===== config.mk =====
export PLATFORM = sky130hd
export DESIGN_NAME = hazard_ctrl
export DESIGN_NICKNAME = d
export VERILOG_FILES = /design/src/rtl/hazard_ctrl.sv
export SDC_FILE = /design/constraint.sdc
export NUM_CORES = 1
export LEC_CHECK = 0
export CORE_AREA = 8 8 105 107
export DETAILED_ROUTE_END_ITERATION = 10
export DIE_AREA = 0 0 113 115
export PLACE_DENSITY = 0.9
export SLEW_MARGIN = 20
export SYNTH_ARGS = -nofsm -noshare
export SYNTH_HDL_FRONTEND = slang
export SYNTH_SLANG_ARGS = --single-unit

===== constraint.sdc =====
create_clock -name clk -period 4.49 [get_ports clk]
set_input_delay 1.347 -clock clk [delete_from_list [all_inputs] [get_ports clk]]
set_output_delay 1.347 -clock clk [all_outputs]
set_load 0.02 [all_outputs]

===== src/rtl/hazard_ctrl.sv =====
// Pipeline hazard controller: per-register pending-write scoreboard, RAW stall,
// taken-branch fetch/decode flush sequencing, stall statistics and deadlock flag.
module hazard_ctrl #(
    parameter int unsigned FLUSH_CYCLES = 1,
    parameter int unsigned CNT_W        = 16,
    parameter int unsigned TIMEOUT      = 8
) (
    input  logic             clk,
    input  logic             reset,
    input  logic             dec_valid,
    input  logic [3:0]       dec_rs1,
    input  logic [3:0]       dec_rs2,
    input  logic             dec_use1,
    input  logic             dec_use2,
    input  logic [3:0]       dec_rd,
    input  logic             dec_rwrite,
    input  logic             branch_taken,
    input  logic [3:0]       wb_rd,
    input  logic             wb_rwrite,
    output logic             stall_fetch,
    output logic             bubble_exe,
    output logic             flush_deco,
    output logic [15:0]      busy_mask,
    output logic [CNT_W-1:0] stall_count,
    output logic             deadlock
);

    localparam int unsigned NREG = 16;
    localparam int unsigned PW   = 2;
    localparam int unsigned FW   = 2;
    localparam int unsigned TW   = $clog2(TIMEOUT + 1);

    typedef enum logic {
        RUN,
        FLUSH
    } state_t;

    state_t         state;
    state_t         state_next;
    logic [FW-1:0]  fcnt;
    logic [FW-1:0]  fcnt_next;

    logic [PW-1:0]  pend      [NREG];
    logic [PW-1:0]  pend_next [NREG];
    logic [NREG-1:0] inc_vec;
    logic [NREG-1:0] dec_vec;
    logic [NREG-1:0] busy_next;

    logic [TW-1:0]  consec;

    logic hazard_c;
    logic flush_active_c;
    logic br_flush_c;
    logic issue_c;

    // RAW hazard against writes still in flight (including one writing back now)
    always_comb begin
        hazard_c = dec_valid & ((dec_use1 & (pend[dec_rs1] != '0)) |
                                (dec_use2 & (pend[dec_rs2] != '0)));
    end

    always_ff @(posedge clk) begin
        if (reset) begin
            state <= RUN;
            fcnt  <= '0;
        end else begin
            state <= state_next;
            fcnt  <= fcnt_next;
        end
    end

    // Flush sequencing; a stalled branch is ignored since its operands are not ready
    always_comb begin
        state_next     = state;
        fcnt_next      = fcnt;
        flush_active_c = 1'b0;
        br_flush_c     = 1'b0;
        case (state)
            RUN: begin
                br_flush_c = branch_taken & dec_valid & ~hazard_c;
                if (br_flush_c && (FLUSH_CYCLES > 1)) begin
                    state_next = FLUSH;
                    fcnt_next  = FW'(FLUSH_CYCLES - 1);
                end
            end
            FLUSH: begin
                flush_active_c = 1'b1;
                fcnt_next      = fcnt - 1'b1;
                if (fcnt == FW'(1)) begin
                    state_next = RUN;
                end
            end
            default: state_next = RUN;
        endcase
    end

    // While flushing, the decode slot is squashed, so it is never issued nor stalled
    always_comb begin
        issue_c     = dec_valid & ~hazard_c & ~flush_active_c;
        stall_fetch = ~reset & hazard_c & ~flush_active_c;
        bubble_exe  = ~reset & (hazard_c | flush_active_c);
        flush_deco  = ~reset & (br_flush_c | flush_active_c);
    end

    always_comb begin
        inc_vec = (issue_c & dec_rwrite) ? (NREG'(1) << dec_rd) : '0;
        dec_vec = wb_rwrite ? (NREG'(1) << wb_rd) : '0;
        for (int i = 0; i < NREG; i++) begin
            pend_next[i] = pend[i];
            if (inc_vec[i] && !dec_vec[i] && (pend[i] != 2'd3)) begin
                pend_next[i] = pend[i] + 2'd1;
            end else if (dec_vec[i] && !inc_vec[i] && (pend[i] != 2'd0)) begin
                pend_next[i] = pend[i] - 2'd1;
            end
            busy_next[i] = (pend_next[i] != '0);
        end
    end

    always_ff @(posedge clk) begin
        if (reset) begin
            for (int i = 0; i < NREG; i++) begin
                pend[i] <= '0;
            end
            busy_mask <= '0;
        end else begin
            for (int i = 0; i < NREG; i++) begin
                pend[i] <= pend_next[i];
            end
            busy_mask <= busy_next;
        end
    end

    // Stall statistics; deadlock latches on the TIMEOUT-th consecutive stall cycle
    always_ff @(posedge clk) begin
        if (reset) begin
            stall_count <= '0;
            consec      <= '0;
            deadlock    <= 1'b0;
        end else if (stall_fetch) begin
            if (stall_count != '1) begin
                stall_count <= stall_count + 1'b1;
            end
            if (consec != TW'(TIMEOUT)) begin
                consec <= consec + 1'b1;
            end
            if (consec >= TW'(TIMEOUT - 1)) begin
                deadlock <= 1'b1;
            end
        end else begin
            consec <= '0;
        end
    end

endmodule


-- Word-level counts from Yosys, hierarchy flattened
Memories as Yosys holds them, arrays and structs flattened.
Cells that the tools add are included.
- input port bits: 24
- register bits: 40
- memories kept: 1
- output and inout port bits: 36
- memory bits (writable): 32
- equal/unequal tests: 19
- shifts and indexed selects: 2
- multiplexer cells: 56
- add/subtract/negate cells: 35
- reduce and logical (&&, ||, !) cells: 134
- magnitude comparators: 1
- bitwise gates (word level): 36
- memory list (name ; depth ; bits a word ; rd ports ; clocked after memory_dff ; wr ports ; line ; RTL):
    pend ; 16 ; 2 ; 18 ; 0 ; 16 ; 43 ; logic [PW-1:0] pend [NREG];
- operator list (kind ; count):
    2-bit two-way mux ; 48
    2-bit nonzero test ; 34
    1-bit logical AND ; 64
    2-bit by 1-bit subtractor with 2-bit output (second input constant) ; 17
    2-bit by 1-bit adder with 2-bit output (second input constant) ; 16
    1-bit logical NOT ; 32
    16-bit two-way mux ; 2
    2-bit inequality test (second input constant) ; 16
    1-bit by 4-bit << shifter with 16-bit output (first input constant) ; 2
    1-bit OR ; 19
    16-bit by 1-bit adder with 16-bit output (second input constant) ; 1
    16-bit inequality test (second input constant) ; 1
    1-bit AND ; 12
    1-bit two-way mux ; 6
    1-bit inverter ; 5
    4-bit by 1-bit adder with 4-bit output (second input constant) ; 1
    4-bit by 3-bit >= comparator with 1-bit output (second input constant) ; 1
    4-bit inequality test (second input constant) ; 1
    2-bit AND reduction ; 2
    2-bit OR reduction ; 2
    2-bit by 1-bit == test with 1-bit output (second input constant) ; 1

-- Depth between registers and ports, before layout
Gate-level depths: netlist (run 1).
An unclocked memory read counts as a cell.
- word-level depth: 16
- mapped depth: 10

-- Worst setup path before layout (run 1)
Ideal clock, no wire load.
- path kind: in2out
- start: input port dec_rs2[0]
- end: output port flush_deco
- setup slack: -103 ps
- data arrival time: 3246 ps
- stages on the path: 10
- required time: 3143 ps
- path through: buf_2 > or4_1 > o211ai_2 > o211ai_2 > and3_4 > buf_6 > buf_6 > nor2_1 > a31oi_1 > nor2_1
- word-level cells in the longest chain between the ends: 10
- ends and longest elaborated chain (element ; line ; RTL):
    start: declaration ; 12 ; input logic [3:0] dec_rs2,
    memory read 16 x 2 bit ; -- ;
    2-bit nonzero test ; 59 ; (dec_use2 & (pend[dec_rs2] != '0)));
    1-bit AND ; 59 ;
    1-bit OR ; 58 ; hazard_c = dec_valid & ((dec_use1 & (pend[dec_rs1] != '0)) |
    1-bit AND ; 58 ;
    1-bit inverter ; 80 ; br_flush_c = branch_taken & dec_valid & ~hazard_c;
    1-bit AND ; 80 ;
    1-bit two-way mux ; 78 ; case (state)
    1-bit OR ; 102 ; flush_deco = ~reset & (br_flush_c | flush_active_c);
    1-bit AND ; 102 ;
    end: declaration ; 22 ; output logic flush_deco,
No other way between the ends.

-- Worst setup path in the final report (run 1)
- start: input port dec_rs2[1]
- end: output port stall_fetch
- word-level cells in the longest chain between the ends: 7
- ends and longest elaborated chain (element ; line ; RTL):
    memory read 16 x 2 bit ; -- ;
    2-bit nonzero test ; 59 ;
    1-bit AND ; 59 ;
    1-bit OR ; 58 ;
    1-bit AND ; 58 ;
    1-bit AND (2 in a row) ; 100 ; stall_fetch = ~reset & hazard_c & ~flush_active_c;
    end: declaration ; 20 ; output logic stall_fetch,
No other way between the ends.

==> flow_summary_export.csv, run 1 <==
group,metric,value,unit
worst_setup_path,cp.arrival,3.05,ns
floorplan,ios,60,
yosys,avgSynthCellArea,8.21,um^2
floorplan,fp.dieH,115,um
finish,area_delta_synth_final,19.9,%
floorplan,dieArea,0.0130,mm^2
placement,hpwl,10.7,mm
worst_setup_path,reg2reg_from,"pend[2][0]$_SDFF_PP0_",
floorplan,rows,36,
finish,regArea,0.00144,mm^2
floorplan,start_util,0.548,
yosys,synth-seq-cells,72,
yosys,synth-edff-count,0,
detailed_routing,vias_per_cell,6.42,
worst_setup_path,rr_endpoint,"busy_mask[5]$_SDFF_PP0_",
sta,finalCritPeriodShare,0.980,
power,swShare,0.278,
sta,finClkSkew,0.0157,ns
clocking,clockBufferDepth,2,
clocking,cts_max_level,3,
yosys,ys_warn_count,0,
yosys,synthTopCellsByArea,"dfxtp_1, ha_1, nor2_1, inv_1, mux2_2",
power,pwr-share-seq,0.475,
sta,slew_violations,0,
global_route,grt-ovfl-total,0,
clocking,clk_pin_slew,0.08,ns
finish,fin_nets,763,
detailed_routing,wirelength,14.9,mm
worst_setup_path,required,3.14,ns
yosys,synth_largest_area_cell,"dfxtp_1",
sta,finalCriticalPeriod,4.40,ns
worst_setup_path,crit_fanout,3,
clocking,hold_buffers,0,
sta,worst-slew-pin-transition,0.801,ns
power,clkPwrFrac,0.388,
sta,setup-violations-final,0,
global_route,grt_max_degree,80,
sta,fmax,0.227,GHz
worst_setup_path,r2r_setup_slack,1.41,ns
floorplan,core_area,0.00946,mm^2
clocking,cts_num_sinks,72,
power,power_density,219,mW/mm^2
placement,gp_congestion,0.957,
global_route,grt_pass1_wl,23.9,mm
clocking,cts_root_buffer,"clkbuf_8",
yosys,synth.yosys.seq_area_share,0.278,
power,p_total,1.36,mW
run,maxCapViolCount,0,
sta,tns,0,ns
finish,drive_gt1_frac,0.147,
detailed_routing,final_antenna_net_count,0,
detailed_routing,post_drt_wl_per_cell,18.1,um
worst_setup_path,worst_setup_path_end_kind,"output port",
global_route,antenna_found_initial,0,
clocking,cts_tree,"done",
yosys,syn_inst,631,
power,leakage,2.16,nW
sta,grt_setup_unrepaired,"false",
worst_setup_path,critPathKind,"in2out",
yosys,synth_area,0.00518,mm^2
detailed_routing,via_count,5274,
yosys,synth_top_cell_area_share,0.278,
yosys,async_flop_share,0,
detailed_routing,drt-initial-drc-count,493,
min_path,min_path_type,"reg2reg",
yosys,ys_types,71,
finish,multiInputGateArea,0.00349,mm^2
power,combPwrFrac,0.137,
floorplan,die_w,113,um
placement,io_buffers,59,
worst_setup_path,crit_start,"dec_rs2[1]",
detailed_routing,drtPass1Iterations,8,
sta,hold_viol_final,0,
sta,relSlewSlack,0.466,
worst_setup_path,worstSetupStartpointType,"input port",
clocking,clk_latency,0.37,ns
yosys,synth_ff_type,"dfxtp_1",
worst_setup_path,rr_worst_depth,9,
power,peakVddDrop,0.163,mV
clocking,cts_made_buffers,9,
yosys,syn_nets,691,
detailed_routing,drc,0,
worst_setup_path,crit_path_end,"stall_fetch",
finish,num-fill-cells,763,
power,p_sw,0.379,mW
finish,antenna_cells,0,
power,internal_power,0.985,mW
global_route,grt_pass1_vias,5239,
global_route,grt_usage,0.227,
run_status,status,"complete, no violations",
-- power by group through the flow --
stage / clock, mW / combinational, mW / sequential [mW]
2_1_floorplan: 0 / 0.0984 / 0.664
3_3_place_gp: 0 / 0.169 / 0.662
3_5_place_dp: 0 / 0.173 / 0.662
4_1_cts: 0.541 / 0.177 / 0.647
5_1_grt: 0.570 / 0.198 / 0.648
6_report: 0.530 / 0.187 / 0.647
-- state kept, by name, indices dropped and copies added (netlist names) --
| register | cells |
|---|---|
| deadlock | 1 |
| stall_count | 16 |
| consec | 4 |
| fcnt | 2 |
| busy_mask | 16 |
| pend | 32 |
| state | 1 |
-- metal layers --
| layer | up-vias | share of wire | track usage |
|---|---|---|---|
| li1 | 2481 | - | - |
| met4 | 0 | 0.032 | 0.129 |
| met3 | 55 | 0.081 | 0.0609 |
| met2 | 238 | 0.48 | 0.385 |
| met5 | - | 0 | 0 |
| met1 | 2500 | 0.41 | 0.253 |
-- layout by cell type, fill, tap and decap left out, types with 12 or more instances in the layout --
master,synthesis,final
nor2_1,85,82
dfxtp_1,72,72
clkdlybuf4s50_1,0,48
inv_1,45,44
ha_1,36,36
nand2_1,34,33
buf_4,0,31
nor3_1,30,30
a21oi_1,25,24
nand3_1,21,21
mux2_2,15,15
mux2i_1,14,14
o21ai_0,13,13
nand4_1,12,12
a31oi_1,12,12
-- worst max-delay path: stages --
cell and delay (ns):
dlygate4sd2_1 0.25, or4b_4 0.51, o211ai_2 0.09, o211ai_2 0.12, and3_4 0.22, buf_4 0.15, o21ai_4 0.15, inv_1 0.06
buf_4 0.15
-- cell usage after synthesis, types with 12 or more instances --
master / count
mux2_2: 15
a31oi_1: 12
dfxtp_1: 72
nand2_1: 34
nand4_1: 12
nor3_1: 30
nand3_1: 21
mux2i_1: 14
a21oi_1: 25
inv_1: 45
ha_1: 36
o21ai_0: 13
nor2_1: 85
-- how the worst min path moves through the flow --
stage	cells after the start	endpoint	slack (ns)	start
final	1	deadlock$_SDFFE_PP0P_	0.48	deadlock$_SDFFE_PP0P_
after global routing	1	deadlock$_SDFFE_PP0P_	0.51	deadlock$_SDFFE_PP0P_
after detailed placement	1	deadlock$_SDFFE_PP0P_	0.47	deadlock$_SDFFE_PP0P_
after global placement	1	deadlock$_SDFFE_PP0P_	0.45	deadlock$_SDFFE_PP0P_
after CTS	1	deadlock$_SDFFE_PP0P_	0.49	deadlock$_SDFFE_PP0P_
after floorplan	2	fcnt[1]$_SDFFE_PP0P_	0.46	fcnt[1]$_SDFFE_PP0P_
-- cells by family after synthesis --
kind of cell / after synthesis / synth area share
buffers and inverters: 72 / 0.0611
muxes: 36 / 0.0879
xor gates and xnor gates: 10 / 0.0169
DFF: 72 / 0.278
AOI/OAI and AO/OA: 135 / 0.190
adders and majority gates: 36 / 0.0869
and+or+nand+nor: 270 / 0.279
-- timing repair --
| item | 4_1_cts | 5_1_grt |
|---|---|---|
| pin swaps | 6 | 3 |
| setup endpoints to repair | 3 | 3 |
| buffers inserted | 3 | 2 |
| gates resized for setup | 26 | 15 |
| hold endpoints to repair | 0 | 0 |
-- through the flow --
stage,util,hold WS (ns),cells,setup WS (ns),area (um^2)
floorplan,-,0.460,631,0.0133,5190
finish,0.657,0.485,822,0.0882,6220
CTS,0.652,0.495,820,0.0120,6170
detailed placement,0.628,0.469,801,-0.720,5940
global route,0.657,0.514,822,0.00600,6220
global placement,0.628,0.453,801,-0.691,5940
-- area by class of cell --
class,instances,area share
repair buffers,87,0.125
flip-flops and latches,72,0.232
inverters,46,0.0278
clock buffers,11,0.0227
clock inverters,5,0.00906
multi-input cells,487,0.561
well taps,114,0.0229
(Power assumes the default switching activity.)
==> run 2, diff against run 1 <==
--- a/config.mk
+++ b/config.mk
@@ -5,10 +5,13 @@
 export SDC_FILE = /design/constraint.sdc
 export NUM_CORES = 1
 export LEC_CHECK = 0
+export ABC_CLOCK_PERIOD_IN_PS = 4490
 export CORE_AREA = 8 8 105 107
 export DETAILED_ROUTE_END_ITERATION = 10
 export DIE_AREA = 0 0 113 115
 export PLACE_DENSITY = 0.9
+export SETUP_SLACK_MARGIN = 0.1
+export SKIP_LAST_GASP = 1
 export SLEW_MARGIN = 20
 export SYNTH_ARGS = -nofsm -noshare
 export SYNTH_HDL_FRONTEND = slang
==> flow_summary_export.csv, run 2 (synthesis gave the netlist of run 1 again) <==
group,metric,value,unit
worst_setup_path,crit_fanout,5,
floorplan,start_util,0.548,
worst_setup_path,crit_slowest_cell,"mux4_2",
detailed_routing,post_drt_wl_per_cell,18.3,um
worst_setup_path,reg2reg_from,"pend[9][0]$_SDFF_PP0_",
power,combPwrFrac,0.124,
sta,worst-slew-pin-transition,0.870,ns
placement,hpwl,11.0,mm
clocking,cts_max_level,3,
global_route,grt-ovfl-total,0,
finish,postLayoutCoreUtil,0.664,
finish,biggestRegsByFlops,"pend x32, busy_mask x16, stall_count x16",
worst_setup_path,rr_endpoint,"pend[4][0]$_SDFF_PP0_",
finish,antenna_cells,0,
worst_setup_path,path_cells,"buf_2 -> mux4_2 -> nand3_1 -> o2111a_2 -> o21ai_4 -> inv_1 -> clkdlybuf4s15_2",
sta,finalCriticalPeriod,4.36,ns
worst_setup_path,r2r_setup_slack,1.50,ns
clocking,clk_latency,0.37,ns
sta,holdWs,0.487,ns
run,maxCapViolCount,0,
worst_setup_path,worstSetupStartpointType,"input port",
floorplan,core_area,0.00946,mm^2
finish,largest_reg_flops,32,
global_route,antenna_found_initial,0,
finish,layout_common_cells,"nor2_1, dfxtp_1, clkdlybuf4s50_1",
sta,grt_setup_unrepaired,"false",
power,power_density,242,mW/mm^2
worst_setup_path,critPathKind,"in2out",
detailed_routing,wirelength,15.0,mm
clocking,hold_buffers,0,
min_path,hold_start,"deadlock$_SDFFE_PP0P_",
floorplan,die_w,113,um
sta,fmax,0.229,GHz
floorplan,dieArea,0.0130,mm^2
worst_setup_path,worst_setup_path_end_kind,"output port",
min_path,worstHoldEndpoint,"deadlock$_SDFFE_PP0P_",
clocking,cts_tree,"done",
finish,area_delta_synth_final,21.2,%
placement,dp.cells,802,
clocking,cts_num_sinks,72,
finish,fin_cells,820,
sta,hold_viol_final,0,
worst_setup_path,rr_worst_depth,8,
finish,fin_nets,762,
worst_setup_path,cp.arrival,3.01,ns
detailed_routing,drt-initial-drc-count,558,
finish,final_common_cell,"nor2_1",
clocking,cts_made_buffers,9,
finish,regMostFlops,"pend",
finish,drive_gt1_frac,0.150,
min_path,hold_depth,1,
global_route,grt_usage,0.234,
placement,gp_congestion,0.973,
detailed_routing,vias_per_cell,6.43,
sta,finClkSkew,0.0118,ns
sta,finalCritPeriodShare,0.971,
power,p_sw,0.386,mW
worst_setup_path,required,3.14,ns
floorplan,ios,60,
global_route,grt_pass1_wl,24.9,mm
global_route,grt_pass1_vias,5302,
power,pwr-share-seq,0.425,
detailed_routing,drtPass1Iterations,6,
sta,slew_violations,0,
floorplan,fp.dieH,115,um
sta,tns,0,ns
run_status,status,"complete, no violations",
placement,io_buffers,59,
sta,setup-violations-final,0,
min_path,min_path_type,"reg2reg",
clocking,clockBufferDepth,2,
global_route,grt_max_degree,60,
worst_setup_path,cp_slowest_stage_delay,0.55,ns
detailed_routing,drc,0,
power,clkPwrFrac,0.451,
power,internal_power,1.14,mW
power,swShare,0.253,
clocking,cts_root_buffer,"clkbuf_8",
clocking,clk_pin_slew,0.07,ns
floorplan,rows,36,
power,leakage,2.17,nW
sta,relSlewSlack,0.419,
detailed_routing,via_count,5276,
detailed_routing,final_antenna_net_count,0,
power,peakVddDrop,0.123,mV
==> run 2: changes by cell type in the layout (fill, tap and decap cells not counted), moves of 2 or more <==
cell / delta
bufinv_16: +3
buf_4: -2
dlymetal6s2s_1: -2
nor2_2: -2
nor2_4: +2
==> run 2: cell type report <==
type / count / area (um^2)
Sequential cell: 72 / 1440
Timing Repair Buffer: 86 / 766
Clock buffer: 9 / 124
Multi-Input combinational cell: 487 / 3500
Inverter: 46 / 173
Clock inverter: 6 / 133
Fill cell: 739 / 3180
Tap cell: 114 / 143
==> run 2: repair_timing <==
action,in CTS,in global routing
resized for setup,34,21
setup endpoints to repair,3,3
pin swaps,7,13
setup buffers,1,2
==> run 2: critical path: cells and delay by family <==
| family | cells | cell delay (ns) |
|---|---|---|
| buffers and inverters | 3 | 0.47 |
| muxes | 1 | 0.55 |
| AOI/OAI and AO/OA | 2 | 0.46 |
| and+or+nand+nor | 1 | 0.18 |
==> run 2: routing by layer <==
metal  global-route usage  routed length, um  vias to the layer above
li1                     -                  -                     2472
met1                0.263               5900                     2431
met2                0.392               7060                      289
met3               0.0630               1370                       84
met4                0.138                691                        0
met5                    0                  0                        -
==> run 2: worst max-delay path by stage <==
stage | startpoint | depth (start not counted) | slack [ns] | end
floorplan | dec_rs2[0] | 10 | 0.02 | flush_deco
global placement | dec_rs1[0] | 8 | -0.68 | flush_deco
detailed placement | dec_rs1[0] | 8 | -0.74 | flush_deco
CTS | dec_rs2[0] | 8 | 0.07 | flush_deco
global route | dec_rs1[2] | 7 | 0.11 | stall_fetch
finish | dec_rs1[2] | 7 | 0.13 | stall_fetch
==> run 2: through the flow <==
step / setup WS (ns) / total power, mW / area, um^2
final: 0.130 / 1.52 / 6280
after global placement: -0.681 / 0.829 / 5950
after floorplan: 0.0174 / 0.763 / 5190
after global routing: 0.106 / 1.56 / 6280
after CTS: 0.0715 / 1.50 / 6220
after detailed placement: -0.744 / 0.834 / 5950
==> run 2: power groups by stage <==
| stage | logic (mW) | registers [mW] | clock network [mW] |
|---|---|---|---|
| after floorplan | 0.0985 | 0.664 | 0 |
| after global placement | 0.168 | 0.662 | 0 |
| after detailed placement | 0.172 | 0.662 | 0 |
| after CTS | 0.175 | 0.647 | 0.681 |
| after global routing | 0.200 | 0.648 | 0.714 |
| final | 0.188 | 0.647 | 0.686 |
==> run 3, diff against run 2 <==
--- a/config.mk
+++ b/config.mk
@@ -6,9 +6,10 @@
 export NUM_CORES = 1
 export LEC_CHECK = 0
 export ABC_CLOCK_PERIOD_IN_PS = 4490
-export CORE_AREA = 8 8 105 107
+export CAP_MARGIN = 0
+export CORE_AREA = 2 2 99 101
 export DETAILED_ROUTE_END_ITERATION = 10
-export DIE_AREA = 0 0 113 115
+export DIE_AREA = 0 0 101 103
 export PLACE_DENSITY = 0.9
 export SETUP_SLACK_MARGIN = 0.1
 export SKIP_LAST_GASP = 1
==> flow_summary_export.csv, run 3 (synthesis gave the netlist of run 1 again) <==
group,metric,value,unit
clocking,cts_num_sinks,72,
clocking,hold_buffers,0,
detailed_routing,via_count,5339,
floorplan,dieArea,0.0104,mm^2
sta,slew_violations,0,
floorplan,core_area,0.00946,mm^2
worst_setup_path,cp_common_cell,"buf_4",
global_route,grt_pass1_wl,23.9,mm
floorplan,rows,36,
clocking,cts_root_buffer,"clkbuf_8",
sta,finalCriticalPeriod,4.35,ns
power,p_total,1.33,mW
sta,fmax,0.230,GHz
finish,final_common_cell,"nor2_1",
placement,place_area,0.00594,mm^2
worst_setup_path,path_cells,"clkbuf_4 -> nor3_2 -> a21oi_1 -> a311o_1 -> o2111a_2 -> buf_4 -> o21ai_4 -> inv_1 -> buf_4",
worst_setup_path,rr_worst_depth,9,
power,leakage,2.12,nW
worst_setup_path,path_depth,9,
worst_setup_path,worstSetupStartpointType,"input port",
clocking,cts_tree,"done",
worst_setup_path,cp_slowest_stage_delay,0.40,ns
detailed_routing,drc,0,
worst_setup_path,rr_endpoint,"pend[4][0]$_SDFF_PP0_",
floorplan,start_util,0.548,
placement,io_buffers,59,
worst_setup_path,critPathKind,"in2out",
sta,setup-violations-final,0,
finish,antenna_cells,0,
power,swShare,0.309,
sta,holdWs,0.494,ns
finish,layout_common_cells,"nor2_1, dfxtp_1, clkdlybuf4s50_1",
finish,area_delta_synth_final,18.5,%
worst_setup_path,crit_slowest_cell,"a311o_1",
power,combPwrFrac,0.136,
finish,drive_gt1_frac,0.146,
worst_setup_path,crit_path_end,"stall_fetch",
global_route,met3_usage,0.0698,
worst_setup_path,crit_family,"compound AO/OA/AOI/OAI gates",
worst_setup_path,reg2reg_from,"pend[7][0]$_SDFF_PP0_",
detailed_routing,vias_per_cell,6.52,
floorplan,die_w,101,um
worst_setup_path,crit_fanout,6,
finish,design_area,0.00614,mm^2
power,clkPwrFrac,0.378,
sta,relSlewSlack,0.399,
sta,worst-slew-pin-transition,0.900,ns
global_route,top_usage_layer,"met2",
finish,fin_nets,760,
worst_setup_path,crit_buf_inv,4,
run,maxCapViolCount,0,
finish,regMostFlops,"pend",
min_path,min_path_type,"reg2reg",
power,peakVddDrop,0.133,mV
sta,finalCritPeriodShare,0.970,
global_route,grt_max_degree,80,
worst_setup_path,crit_start,"dec_rs1[0]",
clocking,cts_made_buffers,9,
worst_setup_path,cp.arrival,3.01,ns
floorplan,ios,60,
placement,place_ws,-0.762,ns
power,power_density,217,mW/mm^2
global_route,grt_pass1_vias,5185,
power,internal_power,0.920,mW
global_route,met1_usage,0.344,
worst_setup_path,worst_setup_path_end_kind,"output port",
power,pwr-share-seq,0.486,
finish,largest_reg_flops,32,
sta,grt_setup_unrepaired,"true",
clocking,cts_max_level,3,
global_route,grt-ovfl-total,0,
global_route,grt_usage,0.291,
worst_setup_path,required,3.14,ns
sta,hold_viol_final,0,
placement,hpwl,10.5,mm
worst_setup_path,r2r_setup_slack,1.31,ns
global_route,antenna_found_initial,0,
global_route,grt_use_met2,0.489,
sta,tns,0,ns
run_status,status,"complete, no violations",
detailed_routing,final_antenna_net_count,0,
clocking,clk_latency,0.37,ns
sta,finClkSkew,0.0166,ns
detailed_routing,drt-initial-drc-count,474,
placement,gp_congestion,1.00,
finish,biggestRegsByFlops,"pend x32, busy_mask x16, stall_count x16",
sta,setup_slack,0.136,ns
detailed_routing,post_drt_wl_per_cell,17.7,um
detailed_routing,drtPass1Iterations,5,
detailed_routing,wirelength,14.5,mm
power,p_sw,0.412,mW
floorplan,fp.dieH,103,um
clocking,clk_pin_slew,0.09,ns
clocking,clockBufferDepth,2,
==> run 3: cell count changes in the layout (fill, tap and decap cells not counted), moves of 2 or more <==
cell | before | now
buf_4 | 29 | 27
inv_6 | 0 | 2
bufinv_16 | 4 | 0
clkinv_4 | 0 | 2
==> run 3: how the worst min path moves through the flow <==
stage | from | to | slack (ns) | depth (start not counted)
floorplan | fcnt[1]$_SDFFE_PP0P_ | fcnt[1]$_SDFFE_PP0P_ | 0.46 | 2
global placement | deadlock$_SDFFE_PP0P_ | deadlock$_SDFFE_PP0P_ | 0.45 | 1
detailed placement | consec[1]$_SDFFE_PP0P_ | consec[1]$_SDFFE_PP0P_ | 0.48 | 2
CTS | consec[1]$_SDFFE_PP0P_ | consec[1]$_SDFFE_PP0P_ | 0.50 | 2
global route | consec[1]$_SDFFE_PP0P_ | consec[1]$_SDFFE_PP0P_ | 0.53 | 2
finish | consec[1]$_SDFFE_PP0P_ | consec[1]$_SDFFE_PP0P_ | 0.49 | 2
==> run 3: power by group through the flow <==
stage | combinational (mW) | sequential [mW] | clock (mW)
floorplan | 0.0985 | 0.664 | 0
global placement | 0.167 | 0.662 | 0
detailed placement | 0.172 | 0.662 | 0
CTS | 0.175 | 0.647 | 0.516
global route | 0.192 | 0.648 | 0.539
finish | 0.181 | 0.647 | 0.504
==> run 3: per-stage QoR <==
step                cells   util
finish                819  0.649
detailed placement    800  0.628
global route          819  0.649
CTS                   819  0.649
floorplan             631      -
global placement      800  0.628
==> run 3: layout make-up <==
cell class | instances | area, um^2
multi-input combinational | 487 | 3460
timing repair buffer | 84 | 738
clock buffer | 9 | 124
tap | 114 | 143
sequential | 72 | 1440
fill | 766 | 3320
inverter | 46 | 173
clock inverter | 7 | 61.3
==> run 3: repair_timing <==
action | CTS | global route
setup endpoints to repair | 3 | 3
pin swaps | 8 | 8
buffers inserted | 3 | 0
resized for setup | 33 | 12
==> run 3: layer usage <==
layer	up-vias	wire (um)
met4	0	596
met1	2501	5590
met3	59	1410
li1	2476	-
met5	-	0
met2	303	6880
==> run 3: tightest hold or removal path, delay by kind of cell, from the launching register on <==
kind,cells,cell delay [ns]
flops,1,0.34
simple gates,1,0.06
compound gates,1,0.05
